[config.mk]
export PLATFORM = sky130hd
export DESIGN_NAME = data_mem_ctrl_flat
export DESIGN_NICKNAME = d
export VERILOG_FILES = /design/src/rtl/mem_pkg.sv /design/src/rtl/data_mem_ctrl_if.sv /design/src/rtl/dcache_array.sv /design/src/rtl/data_mem_ctrl.sv /design/src/flat_wrapper.sv
export SDC_FILE = /design/constraint.sdc
export NUM_CORES = 1
export LEC_CHECK = 0
export CAP_MARGIN = 20
export CELL_PAD_IN_SITES_DETAIL_PLACEMENT = 0
export CELL_PAD_IN_SITES_GLOBAL_PLACEMENT = 1
export CORE_MARGIN = 5
export CORE_UTILIZATION = 48
export CTS_CLUSTER_DIAMETER = 50
export DETAILED_ROUTE_END_ITERATION = 7
export GPL_TIMING_DRIVEN = 0
export HOLD_SLACK_MARGIN = 0.1
export PLACE_DENSITY_LB_ADDON = 0.1
export RECOVER_POWER = 25
export SETUP_SLACK_MARGIN = 0.5
export SKIP_LAST_GASP = 1
export SYNTH_ARGS = -nofsm -noshare
export SYNTH_HDL_FRONTEND = slang
export SYNTH_HIERARCHICAL = 1
export SYNTH_SLANG_ARGS = --single-unit
[constraint.sdc]
create_clock -name clock -period 17.3 [get_ports clock]
set_input_delay 3.46 -clock clock [delete_from_list [all_inputs] [get_ports clock]]
set_output_delay 3.46 -clock clock [all_outputs]
set_load 0.005 [all_outputs]
[src/rtl/mem_pkg.sv]
// Shared definitions for the data-side memory controller: address split, block
// width and FSM state encoding.
package mem_pkg;

  // Block geometry.
  localparam int unsigned BLOCK_BITS  = 128;
  localparam int unsigned BLOCK_BYTES = BLOCK_BITS / 8;

  // Address split for the default 4-line cache.
  localparam int unsigned TAG_MSB   = 31;
  localparam int unsigned TAG_LSB   = 6;
  localparam int unsigned INDEX_MSB = 5;
  localparam int unsigned INDEX_LSB = 4;
  localparam int unsigned WORD_MSB  = 3;
  localparam int unsigned WORD_LSB  = 2;
  localparam int unsigned BYTE_MSB  = 1;
  localparam int unsigned BYTE_LSB  = 0;

  // Controller FSM states.
  typedef enum logic [1:0] {
    IDLE      = 2'd0,
    WRITEBACK = 2'd1,
    REFILL    = 2'd2
  } state_e;

  // Byte-lane enables within a block for a word or single-byte store.
  function automatic logic [BLOCK_BYTES-1:0] lane_mask(input logic       byte_access,
                                                       input logic [1:0] word_sel,
                                                       input logic [1:0] byte_sel);
    logic [BLOCK_BYTES-1:0] mask;
    if (byte_access) begin
      mask = 16'h0001 << {word_sel, byte_sel};
    end else begin
      mask = 16'h000F << {word_sel, 2'b00};
    end
    return mask;
  endfunction

endpackage

[src/rtl/data_mem_ctrl_if.sv]
// Pipeline-side request signals and memory-side block bus of the data cache.
interface data_mem_ctrl_if;
  import mem_pkg::*;

  // Pipeline side.
  logic                  read;
  logic                  write;
  logic                  byte_access;
  logic [31:0]           address;
  logic [31:0]           data_in;
  logic [31:0]           data_out;
  logic                  stall;

  // Memory side.
  logic                  mem_read;
  logic                  mem_write;
  logic [31:0]           mem_address;
  logic [BLOCK_BITS-1:0] mem_wdata;
  logic [BLOCK_BITS-1:0] mem_rdata;
  logic                  mem_ready;

  // Controller view.
  modport slave (
    input  read, write, byte_access, address, data_in, mem_rdata, mem_ready,
    output data_out, stall, mem_read, mem_write, mem_address, mem_wdata
  );

  // Environment view: pipeline plus main memory.
  modport master (
    output read, write, byte_access, address, data_in, mem_rdata, mem_ready,
    input  data_out, stall, mem_read, mem_write, mem_address, mem_wdata
  );

endinterface

[src/rtl/dcache_array.sv]
// Direct-mapped line storage: combinational read of one line, byte-lane store
// and whole-block refill, with valid/dirty bookkeeping.
module dcache_array
  import mem_pkg::*;
#(
  parameter int unsigned LINES  = 4,
  parameter int unsigned IDX_W  = 2,
  parameter int unsigned TAG_W  = 26
) (
  input  logic                   clock,
  input  logic                   reset,
  input  logic [IDX_W-1:0]       index,
  // Read port for the addressed line.
  output logic                   valid,
  output logic                   dirty,
  output logic [TAG_W-1:0]       tag,
  output logic [BLOCK_BITS-1:0]  block,
  // Store port: byte lanes of the addressed line, marks it dirty.
  input  logic                   store_en,
  input  logic [BLOCK_BYTES-1:0] byte_en,
  input  logic [BLOCK_BITS-1:0]  store_data,
  // Refill port: whole line, marks it valid and clean.
  input  logic                   fill_en,
  input  logic [TAG_W-1:0]       fill_tag,
  input  logic [BLOCK_BITS-1:0]  fill_block
);

  logic [LINES-1:0]      valid_q;
  logic [LINES-1:0]      dirty_q;
  logic [TAG_W-1:0]      tag_q   [LINES];
  logic [BLOCK_BITS-1:0] block_q [LINES];

  // Combinational read of the addressed line.
  always_comb begin
    valid = valid_q[index];
    dirty = dirty_q[index];
    tag   = tag_q[index];
    block = block_q[index];
  end

  // Line state bits; the only storage cleared by reset.
  always_ff @(posedge clock or posedge reset) begin
    if (reset) begin
      valid_q <= '0;
      dirty_q <= '0;
    end else if (fill_en) begin
      valid_q[index] <= 1'b1;
      dirty_q[index] <= 1'b0;
    end else if (store_en) begin
      dirty_q[index] <= 1'b1;
    end
  end

  // Tag and data storage; contents are meaningless until the line is valid.
  always_ff @(posedge clock) begin
    if (fill_en) begin
      tag_q[index]   <= fill_tag;
      block_q[index] <= fill_block;
    end else if (store_en) begin
      for (int unsigned b = 0; b < BLOCK_BYTES; b++) begin
        if (byte_en[b]) begin
          block_q[index][8*b +: 8] <= store_data[8*b +: 8];
        end
      end
    end
  end

endmodule

[src/rtl/data_mem_ctrl.sv]
// Data-side memory controller: direct-mapped write-back cache with word/byte
// access. Misses write back a dirty victim, then refill, stalling the pipeline.
module data_mem_ctrl
  import mem_pkg::*;
#(
  parameter int unsigned LINES = 4
) (
  input logic            clock,
  input logic            reset,
  data_mem_ctrl_if.slave bus
);

  localparam int unsigned IDX_W = $clog2(LINES);
  localparam int unsigned TAG_W = TAG_MSB + 1 - INDEX_LSB - IDX_W;

  logic [IDX_W-1:0]       index;
  logic [TAG_W-1:0]       req_tag;
  logic [1:0]             word_sel;
  logic [1:0]             byte_sel;
  logic                   request;
  logic                   hit;

  logic                   line_valid;
  logic                   line_dirty;
  logic [TAG_W-1:0]       line_tag;
  logic [BLOCK_BITS-1:0]  line_block;

  logic                   store_en;
  logic                   fill_en;
  logic [BLOCK_BYTES-1:0] byte_en;
  logic [BLOCK_BITS-1:0]  store_data;
  logic [31:0]            word_data;

  state_e                 state_q;
  logic                   mem_read_q;
  logic                   mem_write_q;
  logic [31:0]            mem_address_q;
  logic [BLOCK_BITS-1:0]  mem_wdata_q;

  assign index    = bus.address[INDEX_LSB +: IDX_W];
  assign req_tag  = bus.address[TAG_MSB -: TAG_W];
  assign word_sel = bus.address[WORD_MSB:WORD_LSB];
  assign byte_sel = bus.address[BYTE_MSB:BYTE_LSB];
  assign request  = bus.read | bus.write;
  assign hit      = line_valid && (line_tag == req_tag);

  // A write (also when read is high) hitting in IDLE commits at the next edge.
  assign store_en = (state_q == IDLE) && bus.write && hit;
  assign fill_en  = (state_q == REFILL) && bus.mem_ready;

  // Store lanes and data replicated across the block.
  always_comb begin
    byte_en    = lane_mask(bus.byte_access, word_sel, byte_sel);
    store_data = bus.byte_access ? {BLOCK_BYTES{bus.data_in[7:0]}} : {4{bus.data_in}};
  end

  // Load result from the addressed word or zero-extended byte.
  always_comb begin
    word_data    = line_block[{word_sel, 5'b00000} +: 32];
    bus.data_out = bus.byte_access ? {24'h0, word_data[{byte_sel, 3'b000} +: 8]} : word_data;
  end

  // Stall on a miss in IDLE and throughout a transfer; reset drops it at once.
  always_comb begin
    if (reset) begin
      bus.stall = 1'b0;
    end else if (state_q != IDLE) begin
      bus.stall = 1'b1;
    end else begin
      bus.stall = request && !hit;
    end
  end

  assign bus.mem_read    = mem_read_q;
  assign bus.mem_write   = mem_write_q;
  assign bus.mem_address = mem_address_q;
  assign bus.mem_wdata   = mem_wdata_q;

  dcache_array #(
    .LINES (LINES),
    .IDX_W (IDX_W),
    .TAG_W (TAG_W)
  ) u_array (
    .clock      (clock),
    .reset      (reset),
    .index      (index),
    .valid      (line_valid),
    .dirty      (line_dirty),
    .tag        (line_tag),
    .block      (line_block),
    .store_en   (store_en),
    .byte_en    (byte_en),
    .store_data (store_data),
    .fill_en    (fill_en),
    .fill_tag   (req_tag),
    .fill_block (bus.mem_rdata)
  );

  // Miss FSM with registered memory-bus outputs held for the whole transfer.
  always_ff @(posedge clock or posedge reset) begin
    if (reset) begin
      state_q       <= IDLE;
      mem_read_q    <= 1'b0;
      mem_write_q   <= 1'b0;
      mem_address_q <= '0;
      mem_wdata_q   <= '0;
    end else begin
      case (state_q)
        IDLE: begin
          if (request && !hit) begin
            if (line_valid && line_dirty) begin
              state_q       <= WRITEBACK;
              mem_write_q   <= 1'b1;
              mem_address_q <= {line_tag, index, 4'b0000};
              mem_wdata_q   <= line_block;
            end else begin
              state_q       <= REFILL;
              mem_read_q    <= 1'b1;
              mem_address_q <= {bus.address[31:4], 4'b0000};
            end
          end
        end
        WRITEBACK: begin
          if (bus.mem_ready) begin
            state_q       <= REFILL;
            mem_write_q   <= 1'b0;
            mem_read_q    <= 1'b1;
            mem_address_q <= {bus.address[31:4], 4'b0000};
          end
        end
        REFILL: begin
          // The line is filled by the array on this edge; the request then hits.
          if (bus.mem_ready) begin
            state_q    <= IDLE;
            mem_read_q <= 1'b0;
          end
        end
        default: begin
          state_q     <= IDLE;
          mem_read_q  <= 1'b0;
          mem_write_q <= 1'b0;
        end
      endcase
    end
  end

endmodule

[src/flat_wrapper.sv]
// flat-port wrapper written by rule: the top's interface ports become plain ports
module data_mem_ctrl_flat import mem_pkg::*;
#(
  parameter int unsigned LINES = 4
)
  (clock, reset, bus_read, bus_write, bus_byte_access, bus_address, bus_data_in, bus_mem_rdata, bus_mem_ready, bus_data_out, bus_stall, bus_mem_read, bus_mem_write, bus_mem_address, bus_mem_wdata);
  data_mem_ctrl_if bus_i ();
  input logic clock;
  input logic reset;
  input wire logic [$bits(bus_i.read)-1:0] bus_read;
  input wire logic [$bits(bus_i.write)-1:0] bus_write;
  input wire logic [$bits(bus_i.byte_access)-1:0] bus_byte_access;
  input wire logic [$bits(bus_i.address)-1:0] bus_address;
  input wire logic [$bits(bus_i.data_in)-1:0] bus_data_in;
  input wire logic [$bits(bus_i.mem_rdata)-1:0] bus_mem_rdata;
  input wire logic [$bits(bus_i.mem_ready)-1:0] bus_mem_ready;
  output wire logic [$bits(bus_i.data_out)-1:0] bus_data_out;
  output wire logic [$bits(bus_i.stall)-1:0] bus_stall;
  output wire logic [$bits(bus_i.mem_read)-1:0] bus_mem_read;
  output wire logic [$bits(bus_i.mem_write)-1:0] bus_mem_write;
  output wire logic [$bits(bus_i.mem_address)-1:0] bus_mem_address;
  output wire logic [$bits(bus_i.mem_wdata)-1:0] bus_mem_wdata;
  assign bus_i.read = bus_read;
  assign bus_i.write = bus_write;
  assign bus_i.byte_access = bus_byte_access;
  assign bus_i.address = bus_address;
  assign bus_i.data_in = bus_data_in;
  assign bus_i.mem_rdata = bus_mem_rdata;
  assign bus_i.mem_ready = bus_mem_ready;
  assign bus_data_out = bus_i.data_out;
  assign bus_stall = bus_i.stall;
  assign bus_mem_read = bus_i.mem_read;
  assign bus_mem_write = bus_i.mem_write;
  assign bus_mem_address = bus_i.mem_address;
  assign bus_mem_wdata = bus_i.mem_wdata;
  data_mem_ctrl #(.LINES(LINES)) u_core (.clock(clock), .reset(reset), .bus(bus_i));
endmodule
==> flow_summary.yaml, run 1 <==
drt:
  totalWireLength_um: 99140
  drc: 0
  wl_per_cell_um: 31.38
  dr.pass1.iters: 6
  drt-initial-drc-count: 1764
  viasPerCell: 5.893
  num_vias: 18620
  drtAntennaViolNets: 0
timing:
  clock_skew_ns: 0.01739
  rsz0062_at_grt: "no"
  timing.final.crit_share_pct: 67.12
  worst_pin_slew_ns: 3.000
  fmax_mhz: 86.12
  max_slew_margin_pct: -101.1
  setup_viol: 0
  slew_violations: 84
  final_hold_viol_count: 0
  tns_ns: 0
  finalCriticalPeriod_ns: 11.61
worst_setup_path:
  worstPathRequired_ns: 13.84
  critPathMaxFanout: 107
  crit_chain: "dlygate4sd3_1 -> clkinvlp_2 -> buf_16 -> nand2_1 -> o22ai_1 -> clkdlybuf4s50_1"
  slowest_delay_ns: 2.26
  cpMaxStageDelayCell: "clkinvlp_2"
  crit_arrival_ns: 8.15
  crit_type: "input port to primary output"
  start_kind: "input port"
  crit_path_end_kind: "primary output"
power_and_ir_drop:
  peakVddDrop_v: 0.00007538
  power.density_mw_per_mm2: 107.9
  intPower_mw: 3.424
  power.share.sequential_pct: 48.4
  p_leak_nw: 15.26
  swShare_pct: 22.60
  p_clk_share_pct: 41.0
  p_switching_mw: 1.000
  share_comb_of_total_power_pct: 10.6
grt:
  antenna_found_initial: 16
  grt_pass1_wl_um: 139300
  overflow: 0
  first_global_vias: 19370
  grt_max_degree: 108
  grt_use_total_pct: 26.47
layout:
  regArea_mm2: 0.02270
  fin_cells: 3159
  areaGrowthSynthToFinish_pct: 24.10
  final_cell_mix: "616 x edfxtp_1, 200 x clkdlybuf4s50_1, 188 x mux4_2"
  multi_input_area_mm2: 0.009619
  fillCellCount: 5105
  final_common_cell: "edfxtp_1"
  layout-drive-gt1-share_pct: 27.46
  nets: 2400
  fin_area_mm2: 0.04101
clock_tree:
  cts_sinks: 784
  cts_made_buffers: 84
  clock_path_buffers: 3
  cts_root_buffer: "clkbuf_16"
  clock_latency_ns: 0.62
  htree_num_levels: 3
  clk_pin_slew_ns: 0.05
  cts_hold_buffers: 0
  cts.repair.resized: 0
  post_cts_buffers: 0
  cts_tree: "yes"
synthesis:
  syn_inst: 1721
  synth_area_leaders: "edfxtp_1 56%, mux4_2 13%, dfrtp_1 13%, mux2_2 6.2%, mux2_1 3.7%"
  synth_area_mm2: 0.03305
  yosysTopAreaCellShare_pct: 55.97
  async_reset_ff_share_pct: 21.43
  seq_area_frac_synth_pct: 68.69
  avgSynthCellArea_um2: 19.20
  synth-edff-count: 616
  synth_cell_types: 46
  ys.warnings.count: 6
  synth_ff_type: "edfxtp_1"
  ys_seq_elements: 784
  synth.largest_area_cell: "edfxtp_1"
floorplanning:
  core_mm2: 0.06847
  pin_count: 393
  dieArea_mm2: 0.07420
  die_y_um: 272.4
  start_util_pct: 48.27
  num_rows: 96
  die-width_um: 272.4
placed_design:
  hpwl_um: 73890
  place_inst: 2997
  io_buffers: 386
  post_dp_cell_area_mm2: 0.03815
  globalplace.congestion: 0.8565
worst_hold_path:
  hp-class: "flip-flop to flip-flop"
status:
  violations: "max-capacitance violations, max-slew violations"
  status: "complete, but fails checks"
job:
  maxCapViolations: 2
==> state kept, by name (all words and copies together) (netlist names), named ones only <==
| signal | flops |
|---|---|
| u_core/u_array/block_q | 512 |
| u_core/bus.mem_wdata | 128 |
| u_core/u_array/tag_q | 104 |
| u_core/bus.mem_address | 28 |
| u_core/u_array/valid_q | 4 |
| u_core/state_q | 2 |
| u_core/bus.mem_read | 1 |
| u_core/bus.mem_write | 1 |
==> cells in the mapped netlist (4+ instances only) <==
master / number
a21o_1: 4
a21oi_1: 28
buf_2: 35
buf_4: 8
buf_6: 30
clkbuf_1: 18
dfrtp_1: 168
edfxtp_1: 616
inv_1: 29
mux2_1: 109
mux2_2: 181
mux2_4: 20
mux4_2: 188
nand2_1: 15
nand2b_1: 4
nand3b_2: 13
nand4_1: 9
nor2_1: 108
nor2b_1: 27
nor3_1: 4
o21ai_0: 27
o22ai_1: 17
xnor2_1: 26
==> metal layers <==
metal,part of all wire (%),global-route usage [%],routed length [um],vias to the layer above
li1,-,-,-,7840
met1,37,33.20,36480,9708
met2,50,44.78,49920,888
met3,9.8,8.580,9734,169
met4,3.0,7.272,2936,12
met5,0.065,0,64,-
==> cells by family after synthesis <==
family | share of synthesized area [%]
xor+xnor | 0.6891
flops | 68.69
other cells | 0.01135
compound gates | 1.579
mux | 23.60
buf+inv | 2.302
simple gates | 3.123
==> worst paths after layout <==
path	start	to	slack, ns	cells after the start
min in group asynchronous	reset	async pin	3.37	2
setup / recovery	reset	bus_stall	5.69	6
setup reg to reg	u_core/u_array/tag_q[3][2]	u_core/u_array/block_q[0][114]	13.05	10
hold / removal	u_core/u_array/valid_q[1]	u_core/u_array/valid_q[1]	0.46	1
hold reg to reg	u_core/u_array/valid_q[1]	u_core/u_array/valid_q[1]	0.46	1
max in group asynchronous	reset	u_core/bus.mem_wdata[52]	11.55	3
==> per-stage QoR <==
stage | power, mW | hold slack [ns] | utilization, % | setup WS (ns)
floorplan | 2.407 | 0.4226 | - | 6.702
global placement | 2.649 | 0.4372 | 55.54 | 3.651
finish | 4.424 | 0.4591 | 59.90 | 5.689
CTS | 4.470 | 0.4561 | 59.87 | 6.895
global route | 4.568 | 0.4778 | 59.88 | 5.115
detailed placement | 2.660 | 0.4436 | 55.73 | 6.901
==> area by class of cell <==
cell class                      instances  area share [%]
Sequential cell                       784           55.35
Multi-Input combinational cell        817           23.45
Timing Repair Buffer                  392           9.680
Clock buffer                          117           5.900
Tap cell                              882           2.691
Buffer                                 92           1.568
Clock inverter                         36           1.016
Inverter                               31          0.2868
Antenna cell                            8         0.04881
==> worst max-delay path, delay by kind of cell <==
family,cells,cell delay [ns]
simple gates,1,0.16
compound gates,1,0.11
buf+inv,4,4.39
==> power by group through the flow <==
| stage | sequential, mW | clock [mW] | combinational (mW) |
|---|---|---|---|
| after floorplan | 2.18 | 0 | 0.230 |
| after global placement | 2.18 | 0 | 0.471 |
| after detailed placement | 2.18 | 0 | 0.480 |
| after CTS | 2.14 | 1.84 | 0.482 |
| after global routing | 2.15 | 1.93 | 0.494 |
| final | 2.14 | 1.81 | 0.469 |
No activity file was read; power rests on OpenSTA's default activity.
==> run 2, diff against run 1 <==
--- a/config.mk
+++ b/config.mk
@@ -9,7 +9,7 @@
 export CELL_PAD_IN_SITES_DETAIL_PLACEMENT = 0
 export CELL_PAD_IN_SITES_GLOBAL_PLACEMENT = 1
 export CORE_MARGIN = 5
-export CORE_UTILIZATION = 48
+export CORE_UTILIZATION = 44
 export CTS_CLUSTER_DIAMETER = 50
 export DETAILED_ROUTE_END_ITERATION = 7
 export GPL_TIMING_DRIVEN = 0
==> constraint.sdc (replaced) <==
create_clock -name clock -period 9.95 [get_ports clock]
set_input_delay 1.99 -clock clock [delete_from_list [all_inputs] [get_ports clock]]
set_output_delay 1.99 -clock clock [all_outputs]
set_load 0.005 [all_outputs]
==> run 2 against run 1 <==
Compared with the run above: the run still ends with max-capacitance violations, max-slew violations left; highest routed layer unchanged; worst setup slack worse by 3.5 ns; largest power group unchanged; cell count increased by 3.2%; clock-buffer cell count increased by 16; critical path type unchanged; sequential power up 74%; hold slack lost 0.0076 ns; clock skew is 0.0028 ns higher.
==> flow_summary.yaml, run 2 (same netlist as run 1, synthesis figures left out) <==
layout:
  fin_area_mm2: 0.04127
  layout-drive-gt1-share_pct: 27.52
  largest_register_ffs: 512
  areaGrowthSynthToFinish_pct: 24.89
  fin_cells: 3261
  post-route-util_pct: 55.44
  fillCellCount: 5835
  final_cell_mix: "616 x edfxtp_1, 200 x clkdlybuf4s50_1, 188 x mux4_2"
  regMostFlops: "u_core/u_array/block_q"
  nets: 2407
  final_common_cell: "edfxtp_1"
drt:
  wl_met3_um: 7963
  wl_met2_um: 52340
  viasPerCell: 5.773
  num_vias: 18830
  drc: 0
  drt-initial-drc-count: 1574
  dr.pass1.iters: 5
  wl_per_cell_um: 31.48
  drtAntennaViolNets: 0
  wl_met1_um: 39600
  routed.top_layer: "met5"
  totalWireLength_um: 102600
worst_hold_path:
  hp-start: "u_core/u_array/valid_q[2]"
  whs_path_depth: 1
  hp-class: "flip-flop to flip-flop"
  whs_endpoint: "u_core/u_array/valid_q[2]"
clock_tree:
  clk_pin_slew_ns: 0.05
  cts_hold_buffers: 0
  cts_made_buffers: 91
  clock_path_buffers: 3
  post_cts_buffers: 0
  htree_num_levels: 3
  clock_latency_ns: 0.63
  cts_sinks: 784
  cts_root_buffer: "clkbuf_16"
  cts_tree: "yes"
  cts.repair.resized: 0
placed_design:
  io_buffers: 386
  globalplace.congestion: 0.8477
  post_dp_cell_area_mm2: 0.03825
  place_inst: 3083
  hpwl_um: 76510
job:
  maxCapViolations: 3
grt:
  overflow: 0
  first_global_vias: 19780
  grt_pass1_wl_um: 145600
  grt_max_degree: 111
  grt_use_total_pct: 25.06
  antenna_found_initial: 15
power_and_ir_drop:
  peakVddDrop_v: 0.0001230
  power.density_mw_per_mm2: 190.3
  p_leak_nw: 15.35
timing:
  setup_viol: 0
  rsz0062_at_grt: "no"
  fmax_mhz: 128.6
  worst_pin_slew_ns: 3.176
  finalCriticalPeriod_ns: 7.776
  fin_hold_ws_ns: 0.4515
  final_hold_viol_count: 0
  tns_ns: 0
  slew_violations: 193
  timing.final.crit_share_pct: 78.15
  max_slew_margin_pct: -111.7
  clock_skew_ns: 0.02024
worst_setup_path:
  worstPathRequired_ns: 7.96
  r2r_end: "u_core/u_array/block_q[1][50]"
  r2r_cells: 10
  reg2reg_slack_ns: 5.58
  r2r_start: "u_core/u_array/tag_q[3][0]"
  crit_path_end_kind: "primary output"
  crit_type: "input port to primary output"
  critPathMaxFanout: 52
  crit_arrival_ns: 5.79
  start_kind: "input port"
floorplanning:
  core_mm2: 0.07445
  dieArea_mm2: 0.08069
  die-width_um: 284.1
  die_y_um: 284.1
  num_rows: 100
  pin_count: 393
  start_util_pct: 44.39
status:
  status: "complete, but fails checks"
  violations: "max-capacitance violations, max-slew violations"
-- run 2: changes by cell type in the layout (fill, tap and decap cells not counted), sizes merged --
cell and change:
bufinv -2, buf -2, inv +3, diode -2, clkbuf +18, clkinvlp -4
clkinv +4
-- run 2: worst max-delay path, stage by stage --
cell             delay [ns]
dlygate4sd3_1          0.62
clkinvlp_2             1.99
nand2_1                0.51
o22ai_1                0.17
clkdlybuf4s50_1        0.48
-- run 2: layout make-up --
cell class	count	area (um^2)	area share, %
sequential	784	22700	55.00
multi-input combinational	817	9619	23.31
timing repair buffer	392	3943	9.552
clock buffer	133	2673	6.475
tap	969	1212	2.938
buffer	92	643.1	1.558
clock inverter	37	349.1	0.8458
inverter	31	117.6	0.2850
antenna	6	15.01	0.03638
-- run 2: worst max path at each step --
stage | start | to | depth (start not counted)
finish | reset | bus_stall | 5
global route | reset | bus_stall | 5
CTS | bus_address[4] | bus_stall | 11
global placement | reset | bus_stall | 5
detailed placement | bus_address[4] | bus_stall | 11
floorplan | reset | bus_stall | 3
-- run 2: per-layer routing --
layer	vias up	track usage (%)
met5	-	0
met2	782	43.64
met4	14	5.653
met3	166	5.970
li1	7872	-
met1	9992	32.25
-- run 2: power by group --
group,switching [mW],internal [mW]
logic,0.442,0.379
registers,0.0403,3.68
clock network,1.31,2.00
-- run 2: metrics by stage --
stage                     total power, mW  setup slack, ns
after floorplan                     4.184            2.292
after global placement              4.618          -0.9796
after detailed placement            4.637            2.352
after CTS                           7.948            2.338
after global routing                8.116            1.520
final                               7.856            2.174
